--- src/rtl/instr_fetch_unit.sv ---
`default_nettype none
//============================================================================
// Module      : instr_fetch_unit
// Description : Fetches one 16-bit instruction per fetch_start request over a
//               req/ack memory handshake, latches it into the instruction
//               register and produces the PC write strobe / next-PC value.
//               A fetch that waits TIMEOUT_CYCLES ISSUE cycles without an
//               ack is aborted with a one-cycle fetch_error pulse.
// Optional    : define IFU_FETCH_COUNT_EN to add a saturating 16-bit count
//               of completed fetches on output fetch_count.
// Ports       : clk, proc_rst (async, active-high)
//               fetch_start, pc_value, branch_taken, branch_target  (control)
//               mem_req, mem_addr, mem_rdata, mem_ack             (memory)
//               ir_out, ir_valid, pc_write, pc_next               (results)
//               busy, fetch_error [, fetch_count]                 (status)
// Revision    : 1.0 - initial release
//============================================================================
module instr_fetch_unit #(
    parameter int ADDR_W         = 16,
    parameter int DATA_W         = 16,
    parameter int TIMEOUT_CYCLES = 15
) (
    input  logic              clk,
    input  logic              proc_rst,
    input  logic              fetch_start,
    input  logic [ADDR_W-1:0] pc_value,
    input  logic              branch_taken,
    input  logic [ADDR_W-1:0] branch_target,
    output logic              mem_req,
    output logic [ADDR_W-1:0] mem_addr,
    input  logic [DATA_W-1:0] mem_rdata,
    input  logic              mem_ack,
    output logic [DATA_W-1:0] ir_out,
    output logic              ir_valid,
    output logic              pc_write,
    output logic [ADDR_W-1:0] pc_next,
    output logic              busy,
`ifdef IFU_FETCH_COUNT_EN
    output logic [15:0]       fetch_count,
`endif
    output logic              fetch_error
);

    // Counter holds the number of ISSUE cycles already spent without an ack,
    // so it only needs to reach TIMEOUT_CYCLES-1.
    localparam int CNT_W = (TIMEOUT_CYCLES < 2) ? 1 : $clog2(TIMEOUT_CYCLES);
    localparam logic [CNT_W-1:0] c_CNT_LAST = CNT_W'(TIMEOUT_CYCLES - 1);

    typedef enum logic [1:0] {
        S_IDLE  = 2'd0,
        S_ISSUE = 2'd1,
        S_DONE  = 2'd2,
        S_ERR   = 2'd3
    } state_t;

    state_t            r_state;
    state_t            w_state_nxt;
    logic [ADDR_W-1:0] r_addr;
    logic [CNT_W-1:0]  r_cnt;
    logic [DATA_W-1:0] r_ir;
    logic [ADDR_W-1:0] r_pc_next;
    logic              w_expire;

    // Last permissible ISSUE cycle; an ack arriving here still wins.
    assign w_expire = (r_cnt == c_CNT_LAST);

    //------------------------------------------------------------------------
    // State register
    //------------------------------------------------------------------------
    always_ff @(posedge clk or posedge proc_rst) begin
        if (proc_rst) begin
            r_state <= S_IDLE;
        end else begin
            r_state <= w_state_nxt;
        end
    end

    //------------------------------------------------------------------------
    // Next-state and state-decoded outputs
    //------------------------------------------------------------------------
    always_comb begin
        w_state_nxt = r_state;
        mem_req     = 1'b0;
        ir_valid    = 1'b0;
        pc_write    = 1'b0;
        fetch_error = 1'b0;
        busy        = 1'b1;
        case (r_state)
            S_IDLE: begin
                busy = 1'b0;
                if (fetch_start) begin
                    w_state_nxt = S_ISSUE;
                end
            end
            S_ISSUE: begin
                mem_req = 1'b1;
                if (mem_ack) begin
                    w_state_nxt = S_DONE;
                end else if (w_expire) begin
                    w_state_nxt = S_ERR;
                end
            end
            S_DONE: begin
                ir_valid    = 1'b1;
                pc_write    = 1'b1;
                w_state_nxt = S_IDLE;
            end
            S_ERR: begin
                fetch_error = 1'b1;
                w_state_nxt = S_IDLE;
            end
            default: begin
                w_state_nxt = S_IDLE;
            end
        endcase
    end

    //------------------------------------------------------------------------
    // Datapath: fetch address, wait counter, IR and next-PC
    //------------------------------------------------------------------------
    always_ff @(posedge clk or posedge proc_rst) begin
        if (proc_rst) begin
            r_addr    <= '0;
            r_cnt     <= '0;
            r_ir      <= '0;
            r_pc_next <= '0;
        end else begin
            case (r_state)
                S_IDLE: begin
                    // Branch inputs matter only at the moment a fetch starts.
                    if (fetch_start) begin
                        r_addr <= branch_taken ? branch_target : pc_value;
                        r_cnt  <= '0;
                    end
                end
                S_ISSUE: begin
                    if (mem_ack) begin
                        r_ir      <= mem_rdata;
                        r_pc_next <= r_addr + {{(ADDR_W-1){1'b0}}, 1'b1};
                    end else if (!w_expire) begin
                        r_cnt <= r_cnt + {{(CNT_W-1){1'b0}}, 1'b1};
                    end
                end
                default: begin
                end
            endcase
        end
    end

    assign mem_addr = r_addr;
    assign ir_out   = r_ir;
    assign pc_next  = r_pc_next;

`ifdef IFU_FETCH_COUNT_EN
    //------------------------------------------------------------------------
    // Saturating count of completed (acked) fetches
    //------------------------------------------------------------------------
    logic [15:0] r_fetch_count;

    always_ff @(posedge clk or posedge proc_rst) begin
        if (proc_rst) begin
            r_fetch_count <= '0;
        end else if ((r_state == S_DONE) && (r_fetch_count != 16'hFFFF)) begin
            r_fetch_count <= r_fetch_count + 16'd1;
        end
    end

    assign fetch_count = r_fetch_count;
`endif

endmodule
`default_nettype wire
--- config.mk ---
export PLATFORM = sky130hd
export DESIGN_NAME = instr_fetch_unit
export DESIGN_NICKNAME = d
export VERILOG_FILES = /design/src/rtl/instr_fetch_unit.sv
export SDC_FILE = /design/constraint.sdc
export NUM_CORES = 1
export LEC_CHECK = 0
export ABC_CLOCK_PERIOD_IN_PS = 1880
export CORE_MARGIN = 10
export CORE_UTILIZATION = 40
export CTS_BUF_LIST = sky130_fd_sc_hd__clkbuf_8
export CTS_CLUSTER_DIAMETER = 80
export DETAILED_ROUTE_END_ITERATION = 6
export PLACE_DENSITY = 0.84
export SLEW_MARGIN = 20
export SYNTH_ARGS = -nofsm -noshare
export SYNTH_HDL_FRONTEND = slang
export SYNTH_SLANG_ARGS = --single-unit
--- constraint.sdc ---
create_clock -name clk -period 1.88 [get_ports clk]
set_clock_uncertainty 0.1 [all_clocks]
set_input_delay 0.376 -clock clk [delete_from_list [all_inputs] [get_ports clk]]
set_output_delay 0.376 -clock clk [all_outputs]
set_load 0.01 [all_outputs]
Word-level counts from Yosys, hierarchy flattened --
Cells that the tools add are included.
Word-level totals: bits of input ports 53, logic and storage cells 35, register bits after elaboration 54
Operators by class: add/sub/neg operators 2, mux-type cells 13, equality and inequality tests 8, reductions and logical operators 7
Operators with widths (count):
- $add 16x1->16 const B | 1
- $mux 16 | 1
- $mux 4 | 3
- $pmux 4 s2 | 1
- $mux 2 | 3
- $ne 2x2->1 const B | 3
- $pmux 2 s3 | 1
- $reduce_and 2->1 | 3
- $add 4x1->4 const B | 1
- $eq 2x2->1 const B | 2
- $eq 4x4->1 const B | 1
- $mux 1 | 4
- $reduce_and 4->1 | 1
- $ne 3x3->1 const B | 1
- $eq 2x1->1 const B | 1
- $logic_not 2->1 | 1
- $reduce_bool 2->1 | 1
- $reduce_or 2->1 | 1

Logic depth before layout (Yosys ltp) --
Gate-level depths: netlist of the first run.
depth after elaboration 4, gate-level depth with buffers 8, mapped depth without buffers 6

Worst setup path after synthesis of the first run --
Ideal clock, no wire load.
path kind flip-flop to flip-flop, start register r_addr[0], in the netlist mem_addr[0], end register r_pc_next[14], in the netlist pc_next[14], data required time 1.656 ns, arrival time 1.488 ns, stages on the path, launching flop included 6, setup slack 0.168 ns, path through dfrtp_1 -> ha_1 -> and3_1 -> nand4_1 -> o31a_1 -> o31a_1
Between the ends: word-level cells in the longest chain between the ends 1
Ends and longest elaborated chain:
- start: declaration | RTL line 58 | logic [ADDR_W-1:0] r_addr;
- start signal: assignment | RTL line 132 | r_addr <= branch_taken ? branch_target : pc_value;
- $add 16x1->16 | RTL line 139 | r_pc_next <= r_addr + {{(ADDR_W-1){1'b0}}, 1'b1};
- end signal: assignment | RTL line 139
- end: declaration | RTL line 61 | logic [ADDR_W-1:0] r_pc_next;
Every way passes these cells. A chain may end at the register's enable or synchronous reset.

Worst setup path in the final report of the first run --
start register r_addr[8], in the netlist mem_addr[8], end output port mem_addr[8]
RTL lines:
- end: declaration | RTL line 30 | output logic [ADDR_W-1:0] mem_addr,
No word-level cell between the ends.

==> impl_metrics.toml, run 1 <==
[detailed_routing]
dr_total_vias = 2081
detail-route-antenna-nets = 0
drt_iter0_drc = 93
viasPerCell = 4.94
totalWireLength_mm = 6.66
drc = 0
drtPass1Iterations = 4
wl_per_cell_um = 15.8

[pwr]
power.density_nw_per_um2 = 1430
clockPowerShare_pct = 11.9
p_sw_uw = 1960
ir_worst_vdd_uv = 603
seqPwrFrac_pct = 39.2
p_sw_share_pct = 35.6
combPwrFrac_pct = 48.9
leakage_uw = 0.00165
power.internal_uw = 3550

[global_routing]
grt_use_total_pct = 13.1
grt-busiest-layer = "met2"
grt_pass1_wl_mm = 10.8
met1_usage_pct = 14.3
grtUsageMet2_pct = 23.6
grt_pass1_vias = 2189
grt_overflow = 0
grtUsageMet3_pct = 4.46
grt_max_degree = 55
antenna_found_initial = 0

[clock_network]
clockBufferDepth = 2
cts_tree = "yes"
cts.clk_slew.worst_paths_ns = 0.09
postCtsHoldBufs = 0
clk_latency_ns = 0.30
cts.sinks = 54
cts_buffers = 5
htree_levels = 2
cts-root-buf = "clkbuf_8"

[flow_run]
cap_viol_max_count = 0

[yosys]
yosysWarnings = 0
syn_nets = 289
synth_area_leaders = "dfrtp_1 (53%), mux2_2 (7.9%), mux2i_1 (6.3%), xnor2_1 (3.4%), a21oi_1 (3.3%)"
synth_top_flop_cell = "dfrtp_1"
synth_seq_area_share_pct = 52.9
ys_types = 35
yosys.area.top_type = "dfrtp_1"
synth_area_um2 = 2550
synth_top_area_share_pct = 52.9
netlist_instances = 233
ys_seq_elements = 54
syn_area_per_cell_um2 = 11.0
synth_edf_count = 0
async_flop_share_pct = 100

[sta]
finalHoldViolCount = 0
drv_slew = 0
setup_violations = 0
worst_slack_ns = 0.0434
fmax_mhz = 544
fin_crit_sh_pct = 97.7
tns_ns = 0
worstMarginPinSlew_ns = 0.314
layout_min_cycle_time_ns = 1.84
slew_headroom_pct = 78.9

[placed_design]
post-place-ws_ns = -0.0106
port_buffers = 105
place_hpwl_mm = 5.29
dpl-instance-area_um2 = 3740
gp_congestion = 0.801

[critical_path]
crit_buf_inv = 1
crit_chain = "clkdlybuf4s50_1"
critPathMaxFanout = 6
cp-end-kind = "output port"
worstPathRequired_ns = 1.40
crit_family = "buffers and inverters"
path_class = "flop to output port"
cpMaxStageDelayCell = "clkdlybuf4s50_1"
start_kind = "flop"
max_stage_delay_ns = 0.60
arrival_ns = 1.36

[layout]
area_growth_pct = 51.1
n_antenna_cell = 0
nets = 399
drive_above_1_share_pct = 16.0
fillers = 522
ff_latch_area_um2 = 1370
multi_input_area_um2 = 1090
stdcell_area_um2 = 3860

[floorplanning]
fp.coreArea_um2 = 6280
start_util_pct = 40.7
dieArea_um2 = 9980
die_w_um = 99.9
fp.dieH_um = 99.9
pin_count = 106
rows = 29

[status]
outcome = "completed"

[worst_hold_path]
hp-class = "input port to asynchronous set/reset pin"
-- layout make-up --
| type | count | share of cell area [%] |
|---|---|---|
| Sequential cell | 54 | 35.4 |
| Timing Repair Buffer | 116 | 30.7 |
| Multi-Input combinational cell | 159 | 28.3 |
| Tap cell | 77 | 2.50 |
| Clock buffer | 6 | 2.14 |
| Inverter | 7 | 0.681 |
| Clock inverter | 2 | 0.324 |
-- worst reg2reg max path: stages, from the launching register on --
cell,delay (ns)
dfrtp_1,0.37
ha_1,0.22
and3_1,0.27
nand4_1,0.15
o31a_1,0.26
o31a_1,0.27
-- power groups by stage --
stage               sequential (uW)  combinational (uW)  clock, uW
finish                         2160                2700        657
global route                   2250                2940        730
CTS                            2160                2750        679
detailed placement             2180                2730          0
global placement               2140                2680          0
floorplan                      2320                1040          0
-- routing by layer --
metal  part of all wire [%]  vias up
li1                       -     1032
met1                     39      999
met2                     54       48
met3                    5.9        2
met4                   0.77        0
met5                      0        -
-- cells in the mapped netlist, types with 2 or more instances --
library cell and count:
ha_1 3, o21ai_2 3, o21ai_0 12, a21oi_1 17, nor4_1 4, nand2_1 20
mux2_2 18, inv_1 7, nand3_1 5, xnor2_1 10, xor2_1 4, nor3_1 3
mux2i_1 16, nor2b_1 2, buf_2 6, nor2_1 21, nand4_1 6, buf_4 5
dfrtp_1 54, o31a_1 2
-- flip-flops by register name, summed over array words and instances (netlist names) --
register	count
r_state	2
pc_next	16
ir_out	16
mem_addr	16
r_cnt	4
-- per-stage QoR --
stage	total power, uW	hold slack, ns	utilization [%]	std cells
after CTS	5590	0.345	61.3	421
after global placement	4820	0.362	59.5	411
after floorplan	3360	0.385	-	233
after global routing	5920	0.350	61.5	421
final	5520	0.336	61.5	421
after detailed placement	4910	0.371	59.5	411
-- logic make-up after synthesis --
group | count (synthesis) | synth area share [%]
buf+inv | 20 | 4.31
xor+xnor | 14 | 4.80
fa+ha+maj | 3 | 1.47
simple gates | 69 | 13.4
mux | 34 | 14.2
compound gates | 39 | 8.91
flops | 54 | 52.9
-- path summary, 6_finish.rpt --
| kind | start | slack [ns] | to | depth (start not counted) |
|---|---|---|---|---|
| hold / removal | proc_rst | 0.34 | mem_addr[4]$_DFFE_PP0P_ | 3 |
| hold reg to reg | pc_next[13]$_DFFE_PP0P_ | 0.38 | pc_next[13]$_DFFE_PP0P_ | 2 |
| setup reg to reg | mem_addr[1]$_DFFE_PP0P_ | 0.14 | pc_next[14]$_DFFE_PP0P_ | 5 |
| min in group clk | pc_next[13]$_DFFE_PP0P_ | 0.38 | pc_next[13]$_DFFE_PP0P_ | 2 |
| setup / recovery | mem_addr[8]$_DFFE_PP0P_ | 0.04 | mem_addr[8] | 1 |
| max in group asynchronous | proc_rst | 1.10 | r_state[0]$_DFFE_PP0P_ | 3 |
-- layout by cell type, fill, tap and decap left out, types with 3 or more instances in the layout --
| cell type | synthesis | routed |
|---|---|---|
| nor2_1 | 21 | 21 |
| clkdlybuf4s50_1 | 0 | 99 |
| nand3_1 | 5 | 5 |
| nor4_1 | 4 | 4 |
| clkbuf_8 | 0 | 6 |
| xnor2_1 | 10 | 10 |
| buf_12 | 0 | 4 |
| nor3_1 | 3 | 3 |
| dlygate4sd2_1 | 0 | 4 |
| mux2_2 | 18 | 18 |
| buf_4 | 5 | 7 |
| a21oi_1 | 17 | 17 |
| dfrtp_1 | 54 | 43 |
| mux2i_1 | 16 | 16 |
| dfrtp_2 | 0 | 11 |
| xor2_1 | 4 | 4 |
| inv_1 | 7 | 6 |
| o21ai_2 | 3 | 3 |
| ha_1 | 3 | 3 |
| nand2_1 | 20 | 20 |
| o21ai_0 | 12 | 12 |
| nand4_1 | 6 | 6 |
-- repair_timing --
item,4_1_cts,5_1_grt
endpoints found under the setup margin,9,8
setup buffers,2,0
pin swaps,0,0
resized for setup,9,8
Power figures use the tool's default switching activity.
==> inputs of run 2 (changes only) <==
--- a/config.mk
+++ b/config.mk
@@ -5,7 +5,7 @@
 export SDC_FILE = /design/constraint.sdc
 export NUM_CORES = 1
 export LEC_CHECK = 0
-export ABC_CLOCK_PERIOD_IN_PS = 1880
+export ABC_CLOCK_PERIOD_IN_PS = 1590
 export CORE_MARGIN = 10
 export CORE_UTILIZATION = 40
 export CTS_BUF_LIST = sky130_fd_sc_hd__clkbuf_8
==> constraint.sdc (replaced) <==
create_clock -name clk -period 1.59 [get_ports clk]
set_clock_uncertainty 0.1 [all_clocks]
set_input_delay 0.318 -clock clk [delete_from_list [all_inputs] [get_ports clk]]
set_output_delay 0.318 -clock clk [all_outputs]
set_load 0.01 [all_outputs]
==> run 2 against run 1 <==
The flow now finishes with violations (setup timing). Clock power increased by 18%. Via count increased by 9.6%. Hold slack got worse by 0.010 ns. Global-route usage increased by 1.4 points. Largest cell class is now non-clock buffers.
==> impl_metrics.toml, run 2 (synthesis gave the netlist of run 1 again) <==
[status]
outcome = "finished with violations"
violations = "setup timing"

[layout]
n_antenna_cell = 0
final_common_cell = "clkdlybuf4s50_1"
nets = 428
final_core_util_pct = 67.7
fillers = 497
mostFrequentLayoutCells = "clkdlybuf4s50_1 (51), dlygate4sd2_1 (47), dfrtp_1 (46)"
drive_above_1_share_pct = 26.8
area_growth_pct = 66.5
stdcell_area_um2 = 4250

[critical_path]
path_class = "flop to flop"
crit_chain = "ha_4, nand4_1, o211ai_1, or4_1, a21oi_2"
reg2reg_depth = 5
worstPathRequired_ns = 1.73
cpMaxStageDelayCell = "or4_1"
critPathMaxFanout = 3
max_stage_delay_ns = 0.51
start_kind = "flop"
cp-end-kind = "flop"
arrival_ns = 1.77

[global_routing]
grt_pass1_wl_mm = 11.8
grt_overflow = 0
antenna_found_initial = 0
grt_use_total_pct = 14.6
grt_pass1_vias = 2342
grt_max_degree = 55

[pwr]
power.density_nw_per_um2 = 1640
leakage_uw = 0.00196
ir_worst_vdd_uv = 959

[clock_network]
cts.sinks = 54
cts_tree = "yes"
cts_buffers = 5
htree_levels = 2
cts-root-buf = "clkbuf_8"
clockBufferDepth = 2
clk_latency_ns = 0.30
cts.clk_slew.worst_paths_ns = 0.09

[detailed_routing]
drc = 0
totalWireLength_mm = 7.67
drtPass1Iterations = 4
dr_total_vias = 2281
wl_per_cell_um = 17.0
drt_iter0_drc = 96
detail-route-antenna-nets = 0
viasPerCell = 5.07

[sta]
fmax_mhz = 612
setup_violations = 1
fin_crit_sh_pct = 103
slew_headroom_pct = 78.7
drv_slew = 0
rsz0062_at_grt = "yes"
fin_hold_ws_ns = 0.326
layout_min_cycle_time_ns = 1.63
worst_slack_ns = -0.0439
tns_ns = -0.0439
finalHoldViolCount = 0
worstMarginPinSlew_ns = 0.316

[placed_design]
dpl-instance-area_um2 = 3920
place_hpwl_mm = 5.59
post-place-ws_ns = -0.301
port_buffers = 105
gp_congestion = 0.815

[floorplanning]
pin_count = 106
die_w_um = 99.9
fp.coreArea_um2 = 6280
dieArea_um2 = 9980
fp.dieH_um = 99.9
start_util_pct = 40.7
rows = 29

[flow_run]
cap_viol_max_count = 0

[worst_hold_path]
hp-class = "input port to asynchronous set/reset pin"
-- run 2: final timing paths --
kind,endpoint,slack [ns],start
worst max-delay path,r_cnt[3]$_DFFE_PP0P_,-0.04,r_cnt[1]$_DFFE_PP0P_
worst min register to register,pc_next[10]$_DFFE_PP0P_,0.38,pc_next[10]$_DFFE_PP0P_
worst max register to register,r_cnt[3]$_DFFE_PP0P_,-0.04,r_cnt[1]$_DFFE_PP0P_
max in group asynchronous,mem_addr[13]$_DFFE_PP0P_,0.81,proc_rst
min in group clk,pc_next[10]$_DFFE_PP0P_,0.38,pc_next[10]$_DFFE_PP0P_
worst min-delay path,pc_next[8]$_DFFE_PP0P_,0.33,proc_rst
-- run 2: through the flow --
stage | std cells | total power (uW)
global route | 450 | 7470
global placement | 429 | 5970
finish | 450 | 6970
floorplan | 233 | 4010
CTS | 445 | 6680
detailed placement | 429 | 6120
-- run 2: what timing repair did --
action	in CTS	in global routing
cloned	2	1
pin swaps	1	4
hold buffers	0	0
gates resized for setup	85	43
setup buffers	6	4
endpoints found under the setup margin	56	50
-- run 2: critical path, delay by kind of cell, from the launching register on --
family	cells	cell delay (ns)
flops	1	0.43
compound gates	2	0.26
fa+ha+maj	1	0.17
simple gates	2	0.61
-- run 2: layout make-up --
| class | instances | area (um^2) | area share [%] |
|---|---|---|---|
| Timing Repair Buffer | 145 | 1430 | 33.5 |
| Sequential cell | 54 | 1360 | 32.0 |
| Multi-Input combinational cell | 159 | 1250 | 29.4 |
| Tap cell | 77 | 96.3 | 2.27 |
| Clock buffer | 6 | 82.6 | 1.94 |
| Inverter | 7 | 30.0 | 0.706 |
| Clock inverter | 2 | 8.76 | 0.206 |
-- run 2: routing by layer --
metal  share of wire, %  up-vias  GRT usage, %
met1                 41     1104          17.1
li1                   -     1094             -
met5                  0        -             0
met3                5.3       14          3.98
met4                1.3        0          5.29
met2                 52       69          24.7
-- run 2: power breakdown --
group	leakage, uW	switching (uW)	internal, uW	total, uW
registers	0.000630	442	2010	2450
clock network	0.0000524	426	346	772
logic	0.00127	1730	2020	3750
